## config.mk

```make
export PLATFORM = sky130hd
export DESIGN_NAME = cbi980_regarb
export DESIGN_NICKNAME = d
export VERILOG_FILES = /design/src/rtl/cbi980_regarb.sv
export SDC_FILE = /design/constraint.sdc
export NUM_CORES = 1
export LEC_CHECK = 0
export BUFFER_PORTS_ARGS = -buffer_cell sky130_fd_sc_hd__buf_2
export CAP_MARGIN = 20
export CORE_UTILIZATION = 53
export DETAILED_ROUTE_END_ITERATION = 7
export PLACE_DENSITY = 0.86
export SLEW_MARGIN = 20
export SYNTH_ARGS = -nofsm -noshare
export SYNTH_HDL_FRONTEND = slang
export SYNTH_SLANG_ARGS = --single-unit
```

## constraint.sdc

```tcl
create_clock -name aclk -period 3.9 [get_ports aclk]
set_input_delay 0.975 -clock aclk [delete_from_list [all_inputs] [get_ports aclk]]
set_output_delay 0.975 -clock aclk [all_outputs]
set_load 0.01 [all_outputs]
```

## src/rtl/cbi980_regarb.sv

```systemverilog
// Register-port arbiter and boot sequencer for the CBI980 core: replays an init
// write table after reset, then shares the core port between m0 and m1 round-robin.
//
// state  | meaning
// -------+-------------------------------------------------------------
// S_INIT | stream init table entries into the core, one per cycle
// S_IDLE | arbitrate between m0/m1 and latch the granted access
// S_WR   | core write strobe active, sampling c_wr_err
// S_RD   | core read strobe active until valid_out or timeout
// S_ACK  | one-cycle completion pulse to the granted master
module cbi980_regarb #(
    parameter int unsigned  INIT_LEN   = 4,
    parameter logic [23:0]  INIT_ADDR  = 24'h0,
    parameter logic [255:0] INIT_DATA  = 256'h0,
    parameter int unsigned  RD_TIMEOUT = 64
) (
    input  logic        aclk,
    input  logic        arstn,
    input  logic        m0_req,
    input  logic        m0_we,
    input  logic [2:0]  m0_addr,
    input  logic [31:0] m0_wdata,
    output logic        m0_ack,
    output logic        m0_err,
    output logic [31:0] m0_rdata,
    input  logic        m1_req,
    input  logic        m1_we,
    input  logic [2:0]  m1_addr,
    input  logic [31:0] m1_wdata,
    output logic        m1_ack,
    output logic        m1_err,
    output logic [31:0] m1_rdata,
    output logic        init_done,
    output logic        init_err,
    output logic [2:0]  c_wr_addr,
    output logic [31:0] c_wr_data,
    output logic        c_wr_en,
    input  logic        c_wr_err,
    output logic [2:0]  c_rd_addr,
    output logic        c_rd_valid_in,
    input  logic [31:0] c_rd_data,
    input  logic        c_rd_valid_out
);

    typedef enum logic [2:0] {S_INIT, S_IDLE, S_WR, S_RD, S_ACK} state_t;

    localparam logic [3:0] LEN   = 4'(INIT_LEN);
    localparam logic [7:0] RD_TO = 8'(RD_TIMEOUT);

    state_t      state_q, state_d;
    logic [3:0]  idx_q, idx_d;
    logic        last_grant_q, last_grant_d;
    logic        gnt_q, gnt_d;
    logic [2:0]  addr_q, addr_d;
    logic [7:0]  cnt_q, cnt_d;
    logic        init_done_q, init_done_d;
    logic        init_err_q, init_err_d;
    logic        wr_en_q, wr_en_d;
    logic [2:0]  wr_addr_q, wr_addr_d;
    logic [31:0] wr_data_q, wr_data_d;
    logic        rd_vin_q, rd_vin_d;
    logic [2:0]  rd_addr_q, rd_addr_d;
    logic        m0_ack_q, m0_ack_d, m1_ack_q, m1_ack_d;
    logic        m0_err_q, m0_err_d, m1_err_q, m1_err_d;
    logic [31:0] m0_rdata_q, m0_rdata_d, m1_rdata_q, m1_rdata_d;

    logic        sel, sel_we;
    logic [2:0]  sel_addr;
    logic [31:0] sel_wdata;
    logic        do_ack, ack_err;
    logic [31:0] ack_rdata;

    // On a tie the master that was not granted last wins.
    assign sel       = (m0_req && m1_req) ? ~last_grant_q : m1_req;
    assign sel_we    = sel ? m1_we    : m0_we;
    assign sel_addr  = sel ? m1_addr  : m0_addr;
    assign sel_wdata = sel ? m1_wdata : m0_wdata;

    always_comb begin
        state_d      = state_q;
        idx_d        = idx_q;
        last_grant_d = last_grant_q;
        gnt_d        = gnt_q;
        addr_d       = addr_q;
        cnt_d        = cnt_q;
        init_done_d  = init_done_q;
        init_err_d   = init_err_q;
        wr_en_d      = 1'b0;
        wr_addr_d    = '0;
        wr_data_d    = '0;
        rd_vin_d     = 1'b0;
        rd_addr_d    = '0;
        do_ack       = 1'b0;
        ack_err      = 1'b0;
        ack_rdata    = '0;
        case (state_q)
            S_INIT: begin
                if (wr_en_q && c_wr_err) init_err_d = 1'b1;
                if (idx_q < LEN) begin
                    wr_en_d   = 1'b1;
                    wr_addr_d = INIT_ADDR[int'(idx_q[2:0]) * 3 +: 3];
                    wr_data_d = INIT_DATA[int'(idx_q[2:0]) * 32 +: 32];
                    idx_d     = idx_q + 4'd1;
                end else begin
                    state_d     = S_IDLE;
                    init_done_d = 1'b1;
                end
            end
            S_IDLE: begin
                if (m0_req || m1_req) begin
                    gnt_d        = sel;
                    last_grant_d = sel;
                    addr_d       = sel_addr;
                    if (sel_we) begin
                        wr_en_d   = 1'b1;
                        wr_addr_d = sel_addr;
                        wr_data_d = sel_wdata;
                        state_d   = S_WR;
                    end else begin
                        rd_vin_d  = 1'b1;
                        rd_addr_d = sel_addr;
                        cnt_d     = '0;
                        state_d   = S_RD;
                    end
                end
            end
            S_WR: begin
                do_ack  = 1'b1;
                ack_err = c_wr_err;
                state_d = S_ACK;
            end
            S_RD: begin
                // A late valid_out landing on the timeout cycle still delivers data.
                if (c_rd_valid_out) begin
                    do_ack    = 1'b1;
                    ack_rdata = c_rd_data;
                    cnt_d     = '0;
                    state_d   = S_ACK;
                end else if (cnt_q + 8'd1 == RD_TO) begin
                    do_ack    = 1'b1;
                    ack_err   = 1'b1;
                    ack_rdata = 32'hDEAD_BEEF;
                    cnt_d     = '0;
                    state_d   = S_ACK;
                end else begin
                    cnt_d     = cnt_q + 8'd1;
                    rd_vin_d  = 1'b1;
                    rd_addr_d = addr_q;
                end
            end
            S_ACK:   state_d = S_IDLE;
            default: state_d = S_INIT;
        endcase
    end

    always_comb begin
        m0_ack_d   = do_ack && !gnt_q;
        m1_ack_d   = do_ack && gnt_q;
        m0_err_d   = m0_ack_d ? ack_err   : m0_err_q;
        m0_rdata_d = m0_ack_d ? ack_rdata : m0_rdata_q;
        m1_err_d   = m1_ack_d ? ack_err   : m1_err_q;
        m1_rdata_d = m1_ack_d ? ack_rdata : m1_rdata_q;
    end

    always_ff @(posedge aclk or negedge arstn) begin
        if (!arstn) begin
            state_q      <= S_INIT;
            idx_q        <= '0;
            last_grant_q <= 1'b1;
            gnt_q        <= 1'b0;
            addr_q       <= '0;
            cnt_q        <= '0;
            init_done_q  <= 1'b0;
            init_err_q   <= 1'b0;
            wr_en_q      <= 1'b0;
            wr_addr_q    <= '0;
            wr_data_q    <= '0;
            rd_vin_q     <= 1'b0;
            rd_addr_q    <= '0;
            m0_ack_q     <= 1'b0;
            m0_err_q     <= 1'b0;
            m0_rdata_q   <= '0;
            m1_ack_q     <= 1'b0;
            m1_err_q     <= 1'b0;
            m1_rdata_q   <= '0;
        end else begin
            state_q      <= state_d;
            idx_q        <= idx_d;
            last_grant_q <= last_grant_d;
            gnt_q        <= gnt_d;
            addr_q       <= addr_d;
            cnt_q        <= cnt_d;
            init_done_q  <= init_done_d;
            init_err_q   <= init_err_d;
            wr_en_q      <= wr_en_d;
            wr_addr_q    <= wr_addr_d;
            wr_data_q    <= wr_data_d;
            rd_vin_q     <= rd_vin_d;
            rd_addr_q    <= rd_addr_d;
            m0_ack_q     <= m0_ack_d;
            m0_err_q     <= m0_err_d;
            m0_rdata_q   <= m0_rdata_d;
            m1_ack_q     <= m1_ack_d;
            m1_err_q     <= m1_err_d;
            m1_rdata_q   <= m1_rdata_d;
        end
    end

    assign m0_ack        = m0_ack_q;
    assign m0_err        = m0_err_q;
    assign m0_rdata      = m0_rdata_q;
    assign m1_ack        = m1_ack_q;
    assign m1_err        = m1_err_q;
    assign m1_rdata      = m1_rdata_q;
    assign init_done     = init_done_q;
    assign init_err      = init_err_q;
    assign c_wr_en       = wr_en_q;
    assign c_wr_addr     = wr_addr_q;
    assign c_wr_data     = wr_data_q;
    assign c_rd_valid_in = rd_vin_q;
    assign c_rd_addr     = rd_addr_q;

endmodule

```

==> Word level (Yosys, flattened, before mapping) <==
Cells that the tools add are included.
{ "word_totals": {"regBits": 130, "inputBits": 110, "output_inout_bits": 110, "word_cells": 95} }
{ "op_classes": {"addsub": 2, "mul": 1, "n_lt_le_gt_ge": 1, "n_eq_ne": 9, "shifts": 2, "muxes": 45, "n_bitwise": 2, "reduce_logical": 14} }
{ "ops": {"columns": ["operator", "n"], "rows": [
  ["$shiftx A256 B9 Y32 const A", 1],
  ["$mux W32", 7],
  ["$pmux W32 S2", 1],
  ["$mux W3", 12],
  ["$mux W8", 4],
  ["$shiftx A24 B6 Y3 const A", 1],
  ["$pmux W8 S2", 1],
  ["$pmux W3 S5", 1],
  ["$mux W1", 13],
  ["$pmux W3 S2", 2],
  ["$add A8 B1 Y8 const B", 1],
  ["$eq A8 B7 Y1 const B", 1],
  ["$pmux W1 S2", 4],
  ["$reduce_and A2 Y1", 4],
  ["$eq A3 B2 Y1 const B", 2],
  ["$ne A2 B2 Y1 const B", 3],
  ["$reduce_and A3 Y1", 2],
  ["$mul A3 B2 Y5 const B", 1],
  ["$add A4 B1 Y4 const B", 1],
  ["$logic_and A1 B1 Y1", 4],
  ["$lt A4 B3 Y1 const B", 1],
  ["$eq A3 B1 Y1 const B", 1],
  ["$eq A3 B3 Y1 const B", 1],
  ["$logic_not A3 Y1", 1],
  ["other kinds (5)", 6]
]} }

==> Logic depth before layout (Yosys ltp) <==
{ "depth": {"depth_word": 6, "mapped_depth": 8, "depth_no_buf": 6} }

==> Worst setup path after synthesis <==
No wires, ideal clock.
{ "synth_timing": {"kind": "input port to flip-flop", "start": "input port m1_req", "end": "register wr_addr_q[0], in the netlist c_wr_addr[0]", "setup_time_ns": 0.132, "t_arrival_ns": 2.070, "t_required_ns": 3.768, "path_slack_ns": 1.698, "path_stages": 7, "n_path_buf": 2, "path_cell_list": "a21boi_1 -> nand2_1 -> a21boi_0 -> nand2b_1 -> clkbuf_1 -> clkbuf_1 -> nor2_1"} }
{ "synth_between": {"elab_chain_len": 6, "word_cells_on_any_way": 8, "cone_classes": "mux (6); reduce/logical (2)"} }
{ "synth_lines": {"columns": ["element", "line_no", "text"], "rows": [
  ["start, declared", "26", "input logic m1_req,"],
  ["$logic_and A1 B1 Y1", "74", "assign sel = (m0_req && m1_req) ? ~last_grant_q : m1_req;"],
  ["$mux W1", "74", null],
  ["$mux W3 / $mux W1 (equally long branches)", "76, 75", null],
  ["$mux W3", "114", "if (sel_we) begin"],
  ["$mux W3 (*)", "110", "if (m0_req || m1_req) begin"],
  ["$pmux W3 S2 (*)", "96", "case (state_q)"],
  ["named net wr_addr_d[0]", "59", "logic [2:0] wr_addr_q, wr_addr_d;"],
  ["end signal, assigned", "196", "wr_addr_q <= wr_addr_d;"],
  ["end, declared", "59", null]
]} }
The timed path passes the listed nets; every way through them passes the cells marked *.
A chain may end at the register's enable or synchronous reset.

==> Worst setup path in the final report <==
{ "layout_timing": {"start": "register cnt_q[0]", "end": "register m1_rdata_q[30], in the netlist m1_rdata[30]"} }
{ "layout_between": {"elab_chain_len": 6, "word_cells_on_any_way": 9, "cone_classes": "add/sub (1); eq/ne (1); mux (6); reduce/logical (1)"} }
{ "layout_lines": {"columns": ["element", "line_no", "text"], "rows": [
  ["start, declared", "55", "logic [7:0] cnt_q, cnt_d;"],
  ["start signal, assigned", "192", "cnt_q <= cnt_d;"],
  ["$add A8 B1 Y8 (*)", "139", "end else if (cnt_q + 8'd1 == RD_TO) begin"],
  ["$eq A8 B7 Y1 (*)", "139", null],
  ["$mux W1", "139", null],
  ["$mux W1", "134", "if (c_rd_valid_out) begin"],
  ["$pmux W1 S2", "96", null],
  ["$logic_and A1 B1 Y1", "158", "m1_ack_d = do_ack && gnt_q;"],
  ["end signal, assigned", "205", "m1_rdata_q <= m1_rdata_d;"],
  ["end, declared", "65", "logic [31:0] m0_rdata_q, m0_rdata_d, m1_rdata_q, m1_rdata_d;"]
]} }
Mark *: on every way between the ends. The rest lies on a longest branch, timed or not.

==> impl_metrics.csv <==
group,metric,value,unit
routing,wirelength,14.0,mm
logic_synthesis,synth_cell_types,49,
floorplanning,die_y,105,µm
logic_synthesis,yosysWarnings,0,
floorplanning,die_w,105,µm
worst_setup_path,worstSetupPathType,"reg2reg",
finish,fin_util,0.716,
routing,drc,0,
logic_synthesis,yosys_register_bits,130,
logic_synthesis,synthCells,491,
logic_synthesis,syn_nets,603,
floorplanning,core_area,10300,µm²
cts,holdBufCountCts,0,
timing,hold_viol,0,
worst_setup_path,cp.required,4.30,ns
cts,clock-root-buffer,"clkbuf_8",
timing,worstMarginPinSlew,0.740,ns
floorplanning,num_io_pins,220,
worst_setup_path,critPathArrivalTime,2.98,ns
global_routing,grt_usage,0.267,
pwr,max-vdd-ir-drop,333,µV
cts,cts-buffers-inserted,17,
global_routing,antenna_found_initial,1,
routing,via_per_inst,5.30,
placed_design,dp_hpwl,9.98,mm
routing,wl_per_cell,16.3,µm
worst_setup_path,path_max_fanout,23,
worst_setup_path,r2r-start,"cnt_q[0]$_DFFE_PN0P_",
finish,layout-drive-gt1-share,0.458,
worst_setup_path,crit_start,"cnt_q[0]$_DFFE_PN0P_",
routing,detail-route-antenna-nets,0,
logic_synthesis,seq_area_frac_synth,0.581,
logic_synthesis,avgSynthCellArea,11.4,µm²
floorplanning,num_rows,37,
worst_setup_path,reg2reg_depth,7,
pwr,p_leak,4.18,nW
cts,cts_setup_buffers,0,
global_routing,grt_pass1_vias,4622,
worst_setup_path,r2r-end,"m1_rdata[30]$_DFFE_PN0P_",
status,outcome,"finished, final reports clean",
worst_hold_path,hp-class,"reg2reg",
worst_setup_path,crit_path_end,"m1_rdata[30]$_DFFE_PN0P_",
floorplanning,start_util,0.545,
logic_synthesis,synth_edf_count,0,
worst_setup_path,cp-start-kind,"flop",
global_routing,grt_max_degree,74,
global_routing,grt_overflow,0,
timing,relSlewSlack,0.507,
timing,fmax,387,MHz
routing,num_vias,4554,
finish,final_common_cell,"buf_2",
timing,setup_tns,0,ns
cts,cts_tree,"yes",
timing,rsz0062_at_grt,"false",
placed_design,gp_congestion,0.812,
global_routing,grt_pass1_wl,22.5,mm
timing,fin_crit,2.59,ns
worst_setup_path,rrSetupSlack,1.31,ns
finish,area_growth,31.3,%
worst_setup_path,end_kind,"flop",
logic_synthesis,synth_ff_type,"dfrtp_1",
logic_synthesis,async_reset_ff_frac,1.00,
cts,clockBufferDepth,2,
finish,final_nets,822,
timing,drv_slew,0,
routing,first_iter_violations,205,
flow_run,maxCapViolations,0,
logic_synthesis,syn_area,5610,µm²
pwr,power.density,655,nW/µm²
timing,fin_skew,0.00979,ns
routing,drt_pass1_iterations,6,
cts,htree_levels,4,
cts,clock_latency,0.52,ns
cts,cts-resized-gates,0,
timing,finalSetupViolCount,0,
finish,mostFrequentLayoutCells,"218 x buf_2, 134 x nand2_1, 129 x dfrtp_1",
floorplanning,die_area,11000,µm²
cts,cts.sinks,130,
placed_design,portBuffers,219,
timing,fin_crit_sh,0.663,
cts,clk_pin_slew_worst_paths,0.06,ns
## layer usage
metal	GRT usage	wire length (µm)	vias up
li1	-	-	2113
met1	0.320	5840	2209
met2	0.442	6790	207
met3	0.0892	1060	25
met4	0.109	321	0
met5	0	0	-
## worst max-delay path: stages (launching register included)
cell      delay (ns)
dfrtp_1         0.44
ha_1            0.28
nand2_1         0.09
a211oi_2        0.32
o21a_4          0.22
o211a_2         0.49
buf_12          0.27
mux2_2          0.35
## cell type report
cell class                 count  area [µm²]
inverter                       7        26.3
multi-input combinational    326        2140
tap                          136         170
timing repair buffer         228        1190
sequential                   130        3250
clock buffer                  19         442
fill                         713        2920
clock inverter                13         135
antenna                        1        2.50
## state kept, by name, summed over array words and instances, names as in the netlist
signal / count
m1_rdata: 32
c_wr_data: 32
m1_err: 1
idx_q: 4
last_grant_q: 1
c_wr_en: 1
c_wr_addr: 3
init_err: 1
state_q: 3
addr_q: 3
m1_ack: 1
gnt_q: 1
cnt_q: 8
m0_err: 1
c_rd_addr: 3
init_done: 1
c_rd_valid_in: 1
m0_ack: 1
m0_rdata: 32
## synthesized netlist by cell type (all sizes together) (3+ instances only)
cell	n	area share
nand2	134	0.090
dfrtp	129	0.58
mux2	63	0.14
a21oi	35	0.032
o21ai	18	0.016
clkbuf	15	0.010
buf	13	0.024
and2	10	0.011
nor2	10	0.0067
inv	7	0.0047
nand2b	6	0.0067
a31oi	5	0.0056
nand3	4	0.0036
o21a	4	0.0067
a22o	3	0.0047
mux2i	3	0.0054
nand4	3	0.0033
## where the power goes
part	switching (mW)	internal, mW
clock network	0.590	0.940
registers	0.202	1.69
logic	0.763	0.640
total	1.56	3.26
## cells by family after synthesis
group / Yosys count / share of synthesized area
and+or+nand+nor: 175 / 0.131
DFF: 130 / 0.581
AOI/OAI and AO/OA: 82 / 0.0935
muxes: 66 / 0.150
buffers and inverters: 35 / 0.0386
adders and majority gates: 2 / 0.00446
xor gates and xnor gates: 1 / 0.00156
## worst min-delay path by stage
stage,slack [ns],to,cells past startpoint,start
6_report,0.38,idx_q[3]$_DFFE_PN0P_,0,idx_q[3]$_DFFE_PN0P_
5_1_grt,0.40,idx_q[3]$_DFFE_PN0P_,0,idx_q[3]$_DFFE_PN0P_
4_1_cts,0.38,idx_q[3]$_DFFE_PN0P_,0,idx_q[3]$_DFFE_PN0P_
3_5_place_dp,0.37,idx_q[3]$_DFFE_PN0P_,0,idx_q[3]$_DFFE_PN0P_
3_3_place_gp,0.37,idx_q[3]$_DFFE_PN0P_,0,idx_q[3]$_DFFE_PN0P_
2_1_floorplan,0.43,idx_q[3]$_DFFE_PN0P_,1,idx_q[3]$_DFFE_PN0P_
## per-stage QoR
stage | hold slack, ns | cell area (µm²) | total power, mW | worst slack, ns | std cells
floorplan | 0.430 | 5610 | 2.77 | 1.70 | 491
global placement | 0.369 | 6780 | 3.24 | 1.38 | 827
detailed placement | 0.371 | 6780 | 3.31 | 1.33 | 827
CTS | 0.385 | 7360 | 4.85 | 1.32 | 859
global route | 0.397 | 7360 | 5.06 | 1.17 | 860
finish | 0.380 | 7360 | 4.82 | 1.31 | 860
Note: power is estimated with default switching activity, not from simulation.
